File: src/rtl/stage_sequencer_if.sv
// Control/status bundle between the processor controller and the stage sequencer.
// The controller side drives run/step/decoder/memory status; the sequencer drives stage and debug state.
interface stage_sequencer_if #(
  parameter int unsigned CNT_W = 16
);
  logic             Run;
  logic             Step_Mode;
  logic             Step_Pulse;
  logic             HALT_FLAG;
  logic             NOP_FLAG;
  logic             MEM_Access;
  logic             MEM_Ready;
  logic [2:0]       Stage;
  logic             Stall;
  logic             Halted;
  logic             Fault;
  logic [CNT_W-1:0] Instr_Count;
  logic [CNT_W-1:0] Cycle_Count;

  modport master (
    output Run, Step_Mode, Step_Pulse, HALT_FLAG, NOP_FLAG, MEM_Access, MEM_Ready,
    input  Stage, Stall, Halted, Fault, Instr_Count, Cycle_Count
  );

  modport slave (
    input  Run, Step_Mode, Step_Pulse, HALT_FLAG, NOP_FLAG, MEM_Access, MEM_Ready,
    output Stage, Stall, Halted, Fault, Instr_Count, Cycle_Count
  );
endinterface

File: src/rtl/stage_sequencer.sv
// Multi-cycle instruction sequencer: produces the 1..5 stage code, stretches Fetch/Memory
// on memory wait, retires instructions, and keeps instruction/cycle debug counters.
module stage_sequencer #(
  parameter int unsigned CNT_W    = 16,
  parameter int unsigned TIMEOUT  = 8,
  parameter int unsigned MEM_WAIT = 1,
  parameter int unsigned SKIP_NOP = 1
) (
  input  logic              Clock,
  input  logic              Reset,
  stage_sequencer_if.slave  bus
);

  typedef enum logic [2:0] {
    ST_IDLE,
    ST_S1,
    ST_S2,
    ST_S3,
    ST_S4,
    ST_S5,
    ST_HALT,
    ST_FAULT
  } state_t;

  localparam logic [7:0] TIMEOUT_M1 = 8'(TIMEOUT - 1);

  state_t           state_q;
  state_t           state_d;
  state_t           boundary;
  logic [2:0]       stage_q;
  logic [2:0]       stage_d;
  logic             halted_q;
  logic             fault_q;
  logic [CNT_W-1:0] instr_cnt;
  logic [CNT_W-1:0] cycle_cnt;
  logic [7:0]       wait_cnt;
  logic             stall;
  logic             start;
  logic             timeout;
  logic             retire;

  // Stall is driven from the registered stage so it is valid early in the cycle.
  always_comb begin
    stall = (MEM_WAIT != 0) && !bus.MEM_Ready &&
            ((stage_q == 3'd1) || ((stage_q == 3'd4) && bus.MEM_Access));
  end

  always_comb begin
    start    = bus.Step_Mode ? bus.Step_Pulse : bus.Run;
    boundary = (!bus.Step_Mode && bus.Run) ? ST_S1 : ST_IDLE;
    timeout  = stall && (wait_cnt == TIMEOUT_M1);
  end

  always_comb begin
    state_d = state_q;
    retire  = 1'b0;
    case (state_q)
      ST_IDLE: begin
        if (start) state_d = ST_S1;
      end
      ST_S1: begin
        if (timeout)     state_d = ST_FAULT;
        else if (!stall) state_d = ST_S2;
      end
      ST_S2: begin
        if (bus.HALT_FLAG) begin
          state_d = ST_HALT;
          retire  = 1'b1;
        end else if (bus.NOP_FLAG && (SKIP_NOP != 0)) begin
          state_d = boundary;
          retire  = 1'b1;
        end else begin
          state_d = ST_S3;
        end
      end
      ST_S3: state_d = ST_S4;
      ST_S4: begin
        if (timeout)     state_d = ST_FAULT;
        else if (!stall) state_d = ST_S5;
      end
      ST_S5: begin
        state_d = boundary;
        retire  = 1'b1;
      end
      ST_HALT:  state_d = ST_HALT;
      ST_FAULT: state_d = ST_FAULT;
      default:  state_d = ST_IDLE;
    endcase
  end

  always_comb begin
    stage_d = '0;
    case (state_d)
      ST_S1:   stage_d = 3'd1;
      ST_S2:   stage_d = 3'd2;
      ST_S3:   stage_d = 3'd3;
      ST_S4:   stage_d = 3'd4;
      ST_S5:   stage_d = 3'd5;
      default: stage_d = 3'd0;
    endcase
  end

  always_ff @(posedge Clock or posedge Reset) begin
    if (Reset) begin
      state_q   <= ST_IDLE;
      stage_q   <= '0;
      halted_q  <= 1'b0;
      fault_q   <= 1'b0;
      instr_cnt <= '0;
      cycle_cnt <= '0;
      wait_cnt  <= '0;
    end else begin
      state_q  <= state_d;
      stage_q  <= stage_d;
      halted_q <= (state_d == ST_HALT);
      fault_q  <= (state_d == ST_FAULT);
      wait_cnt <= stall ? (wait_cnt + 8'd1) : '0;
      if (stage_q != 3'd0) cycle_cnt <= cycle_cnt + 1'b1;
      if (retire)          instr_cnt <= instr_cnt + 1'b1;
    end
  end

  assign bus.Stage       = stage_q;
  assign bus.Stall       = stall;
  assign bus.Halted      = halted_q;
  assign bus.Fault       = fault_q;
  assign bus.Instr_Count = instr_cnt;
  assign bus.Cycle_Count = cycle_cnt;

endmodule
File: src/flat_wrapper.sv
// flat-port wrapper written by rule: the top's interface ports become plain ports
module stage_sequencer_flat 
#(
  parameter int unsigned CNT_W    = 16,
  parameter int unsigned TIMEOUT  = 8,
  parameter int unsigned MEM_WAIT = 1,
  parameter int unsigned SKIP_NOP = 1
)
  (Clock, Reset, bus_Run, bus_Step_Mode, bus_Step_Pulse, bus_HALT_FLAG, bus_NOP_FLAG, bus_MEM_Access, bus_MEM_Ready, bus_Stage, bus_Stall, bus_Halted, bus_Fault, bus_Instr_Count, bus_Cycle_Count);
  stage_sequencer_if #(.CNT_W(CNT_W)) bus_i ();
  input  logic Clock;
  input  logic Reset;
  input wire logic [$bits(bus_i.Run)-1:0] bus_Run;
  input wire logic [$bits(bus_i.Step_Mode)-1:0] bus_Step_Mode;
  input wire logic [$bits(bus_i.Step_Pulse)-1:0] bus_Step_Pulse;
  input wire logic [$bits(bus_i.HALT_FLAG)-1:0] bus_HALT_FLAG;
  input wire logic [$bits(bus_i.NOP_FLAG)-1:0] bus_NOP_FLAG;
  input wire logic [$bits(bus_i.MEM_Access)-1:0] bus_MEM_Access;
  input wire logic [$bits(bus_i.MEM_Ready)-1:0] bus_MEM_Ready;
  output wire logic [$bits(bus_i.Stage)-1:0] bus_Stage;
  output wire logic [$bits(bus_i.Stall)-1:0] bus_Stall;
  output wire logic [$bits(bus_i.Halted)-1:0] bus_Halted;
  output wire logic [$bits(bus_i.Fault)-1:0] bus_Fault;
  output wire logic [$bits(bus_i.Instr_Count)-1:0] bus_Instr_Count;
  output wire logic [$bits(bus_i.Cycle_Count)-1:0] bus_Cycle_Count;
  assign bus_i.Run = bus_Run;
  assign bus_i.Step_Mode = bus_Step_Mode;
  assign bus_i.Step_Pulse = bus_Step_Pulse;
  assign bus_i.HALT_FLAG = bus_HALT_FLAG;
  assign bus_i.NOP_FLAG = bus_NOP_FLAG;
  assign bus_i.MEM_Access = bus_MEM_Access;
  assign bus_i.MEM_Ready = bus_MEM_Ready;
  assign bus_Stage = bus_i.Stage;
  assign bus_Stall = bus_i.Stall;
  assign bus_Halted = bus_i.Halted;
  assign bus_Fault = bus_i.Fault;
  assign bus_Instr_Count = bus_i.Instr_Count;
  assign bus_Cycle_Count = bus_i.Cycle_Count;
  stage_sequencer #(.CNT_W(CNT_W), .TIMEOUT(TIMEOUT), .MEM_WAIT(MEM_WAIT), .SKIP_NOP(SKIP_NOP)) u_core (.Clock(Clock), .Reset(Reset), .bus(bus_i));
endmodule
File: config.mk
export PLATFORM = sky130hd
export DESIGN_NAME = stage_sequencer_flat
export DESIGN_NICKNAME = d
export VERILOG_FILES = /design/src/rtl/stage_sequencer_if.sv /design/src/rtl/stage_sequencer.sv /design/src/flat_wrapper.sv
export SDC_FILE = /design/constraint.sdc
export NUM_CORES = 1
export LEC_CHECK = 0
export BUFFER_PORTS_ARGS = -buffer_cell sky130_fd_sc_hd__buf_2
export CORE_MARGIN = 1.5
export CORE_UTILIZATION = 54
export CTS_CLUSTER_SIZE = 40
export DETAILED_ROUTE_END_ITERATION = 10
export GPL_TIMING_DRIVEN = 1
export PLACE_DENSITY = 0.88
export SYNTH_ARGS = -nofsm -noshare
export SYNTH_HDL_FRONTEND = slang
export SYNTH_SLANG_ARGS = --single-unit
export TNS_END_PERCENT = 50
File: constraint.sdc
create_clock -name Clock -period 2 [get_ports Clock]
set_input_delay 0.3 -clock Clock [delete_from_list [all_inputs] [get_ports Clock]]
set_output_delay 0.3 -clock Clock [all_outputs]
set_load 0.005 [all_outputs]
==> results.json <==
{
  "tightest_slew_ns": 0.477,
  "slew_violations": 0,
  "row_count": 23,
  "portBuffers": 46,
  "synth-simple-area-share": 0.232,
  "synth_nets": 212,
  "fin_skew_ns": 0.00631,
  "wirelength_um": 3970,
  "syn_avg_cell_area_um2": 11.2,
  "antenna_found_initial": 0,
  "end_kind": "register",
  "synth_top_family_by_area": "simple AND/OR/NAND/NOR gates",
  "leakagePower_nw": 1.33,
  "finalHoldViolCount": 0,
  "peakVddDrop_uv": 711,
  "multiInputGateArea_mm2": 0.00101,
  "syn_area_mm2": 0.00224,
  "synthAdderAreaFrac": 0.0167,
  "mostFrequentLayoutCells": "48 x dfrtp_1, 46 x buf_2, 24 x nand2_1",
  "drtAntennaViolNets": 0,
  "finalSetupViolCount": 0,
  "drc": 0,
  "synth-compound-area-share": 0.0474,
  "outcome": "finished, final reports clean",
  "grt_max_degree": 28,
  "core-area_mm2": 0.00400,
  "wl_per_cell_um": 12.9,
  "vias": 1628,
  "synth_top_area_frac": 0.535,
  "synth_edf_count": 0,
  "synth_top_area_cell": "dfrtp_1",
  "cts.sinks": 48,
  "cts_resized": 0,
  "fin_crit_sh": 0.893,
  "drive_above_1_share": 0.288,
  "cp.required_ns": 2.23,
  "overflow": 0,
  "synthFlopType": "dfrtp_1",
  "fin_ws_ns": 0.214,
  "viasPerCell": 5.30,
  "dpl_worst_slack_ns": 0.256,
  "postCtsSetupRepairBufs": 0,
  "ios": 47,
  "crit_type": "register to register",
  "routabilityCongestion": 0.812,
  "worstSkewPairLatency_ns": 0.30,
  "die_area_mm2": 0.00455,
  "cts_buffers": 5,
  "final_common_cell": "dfrtp_1",
  "critPathLaunchType": "register",
  "finalSetupTns_ns": 0,
  "holdCritPathClass": "primary input to asynchronous set/reset pin",
  "gr-usage-all-layers": 0.201,
  "cts_tree": "done",
  "hold_ws_ns": 0.00945,
  "reg2reg_depth": 5,
  "period_minus_slack_ns": 1.79,
  "rsz0062_at_grt": "no",
  "p_per_area_mw_per_mm2": 1090,
  "synth.distinct_cells": 41,
  "seq_area_frac_synth": 0.535,
  "cp_max_fo": 4,
  "grt_pass1_vias": 1582,
  "synth_mux_area_frac": 0.00502,
  "cp.arrival_ns": 2.01,
  "cts_root_buffer": "clkbuf_8",
  "ys_top_cells_by_area": "dfrtp_1 54%, xnor2_1 8.6%, xor2_1 4.7%",
  "synthCells": 200,
  "cts_max_level": 2,
  "hold_buffers": 0,
  "drt_iter0_drc": 76,
  "nFillCells": 313,
  "ys.warnings.count": 0,
  "synth_xor_area_frac": 0.147,
  "first_pass_iters": 4,
  "layout.nets": 268,
  "regArea_mm2": 0.00120,
  "async_flop_share": 1.00,
  "fmax_ghz": 0.560,
  "grt_pass1_wl_um": 6930,
  "fp.dieH_um": 67.5,
  "dp_hpwl_um": 2980,
  "antenna_cells": 0,
  "die_w_um": 67.5,
  "area_growth_pct": 18.8,
  "ys_seq_elements": 48,
  "maxCapViolCount": 0,
  "start_util": 0.561,
  "maxSlewHeadroom": 0.681,
  "clock_path_buffers": 2,
  "clk_pin_slew_ns": 0.09
}
cell usage after synthesis (2+ instances only):
cell type,n
dfrtp_1,48
a31oi_1,2
and2_1,3
nand3_2,3
nand4_1,7
and3_1,5
xnor2_1,22
nand2_1,24
ha_1,3
nor2b_1,4
nor3_1,4
o21ai_2,2
nand4_4,2
xor2_1,12
xnor2_2,2
nor2_1,18
nand2b_1,4
inv_1,4
nand3_1,9
worst max-delay path, stage by stage (launching register included):
cell and delay [ns]:
dfrtp_1 0.42, nor4_1 0.38, and4b_1 0.28, nor2_1 0.06
o311ai_2 0.38, nor2b_1 0.20
cell type report:
cell class / instances / area share
flip-flops and latches: 48 / 0.450
multi-input cells: 145 / 0.377
repair buffers: 52 / 0.108
clock buffers: 7 / 0.0324
well taps: 50 / 0.0235
inverters: 4 / 0.00563
clock inverters: 1 / 0.00282
cell families after synthesis:
family                   after synthesis
flip-flops                            48
XOR/XNOR                              36
multiplexers                           1
adder cells (fa/ha/maj)                3
AND/OR/NAND/NOR                       93
buffers and inverters                  7
AO/OA/AOI/OAI                         12
registers in the layout, indices dropped and copies added, names as in the netlist:
name                    flops
u_core.bus.Cycle_Count     16
u_core.bus.Instr_Count     16
u_core.wait_cnt             8
u_core.bus.Stage            3
u_core.state_q              3
u_core.bus.Fault            1
u_core.bus.Halted           1
per-stage QoR:
stage	utilization	power [mW]	cells	instance area [µm²]
2_1_floorplan	-	1.99	200	2240
3_3_place_gp	0.643	2.32	299	2570
3_5_place_dp	0.643	2.35	299	2570
4_1_cts	0.667	2.94	307	2670
5_1_grt	0.667	3.15	307	2670
6_report	0.667	2.92	307	2670
final timing paths:
path | start | endpoint | slack (ns)
worst min register to register | u_core.bus.Cycle_Count[15] | u_core.bus.Cycle_Count[15] | 0.47
worst max-delay path | u_core.wait_cnt[5] | u_core.bus.Fault | 0.21
max in group asynchronous | Reset | u_core.bus.Instr_Count[14] | 1.49
worst max register to register | u_core.wait_cnt[5] | u_core.bus.Fault | 0.21
min in group Clock | bus_MEM_Ready | u_core.state_q[1] | 0.36
worst min-delay path | Reset | u_core.wait_cnt[3] | 0.009
metal layers:
| metal | track usage | vias up | routed length, µm |
|---|---|---|---|
| li1 | - | 797 | - |
| met1 | 0.259 | 790 | 1830 |
| met2 | 0.336 | 33 | 1940 |
| met3 | 0.0400 | 8 | 118 |
| met4 | 0.0714 | 0 | 74 |
| met5 | 0 | - | 0 |
report_power, final:
| group | switching [mW] | total (mW) | leakage (nW) | internal [mW] |
|---|---|---|---|---|
| Sequential | 0.216 | 1.39 | 0.641 | 1.17 |
| Combinational | 0.481 | 0.942 | 0.645 | 0.461 |
| Clock | 0.309 | 0.590 | 0.0445 | 0.281 |
| Total | 1.01 | 2.92 | 1.33 | 1.91 |
(Power assumes the default switching activity.)
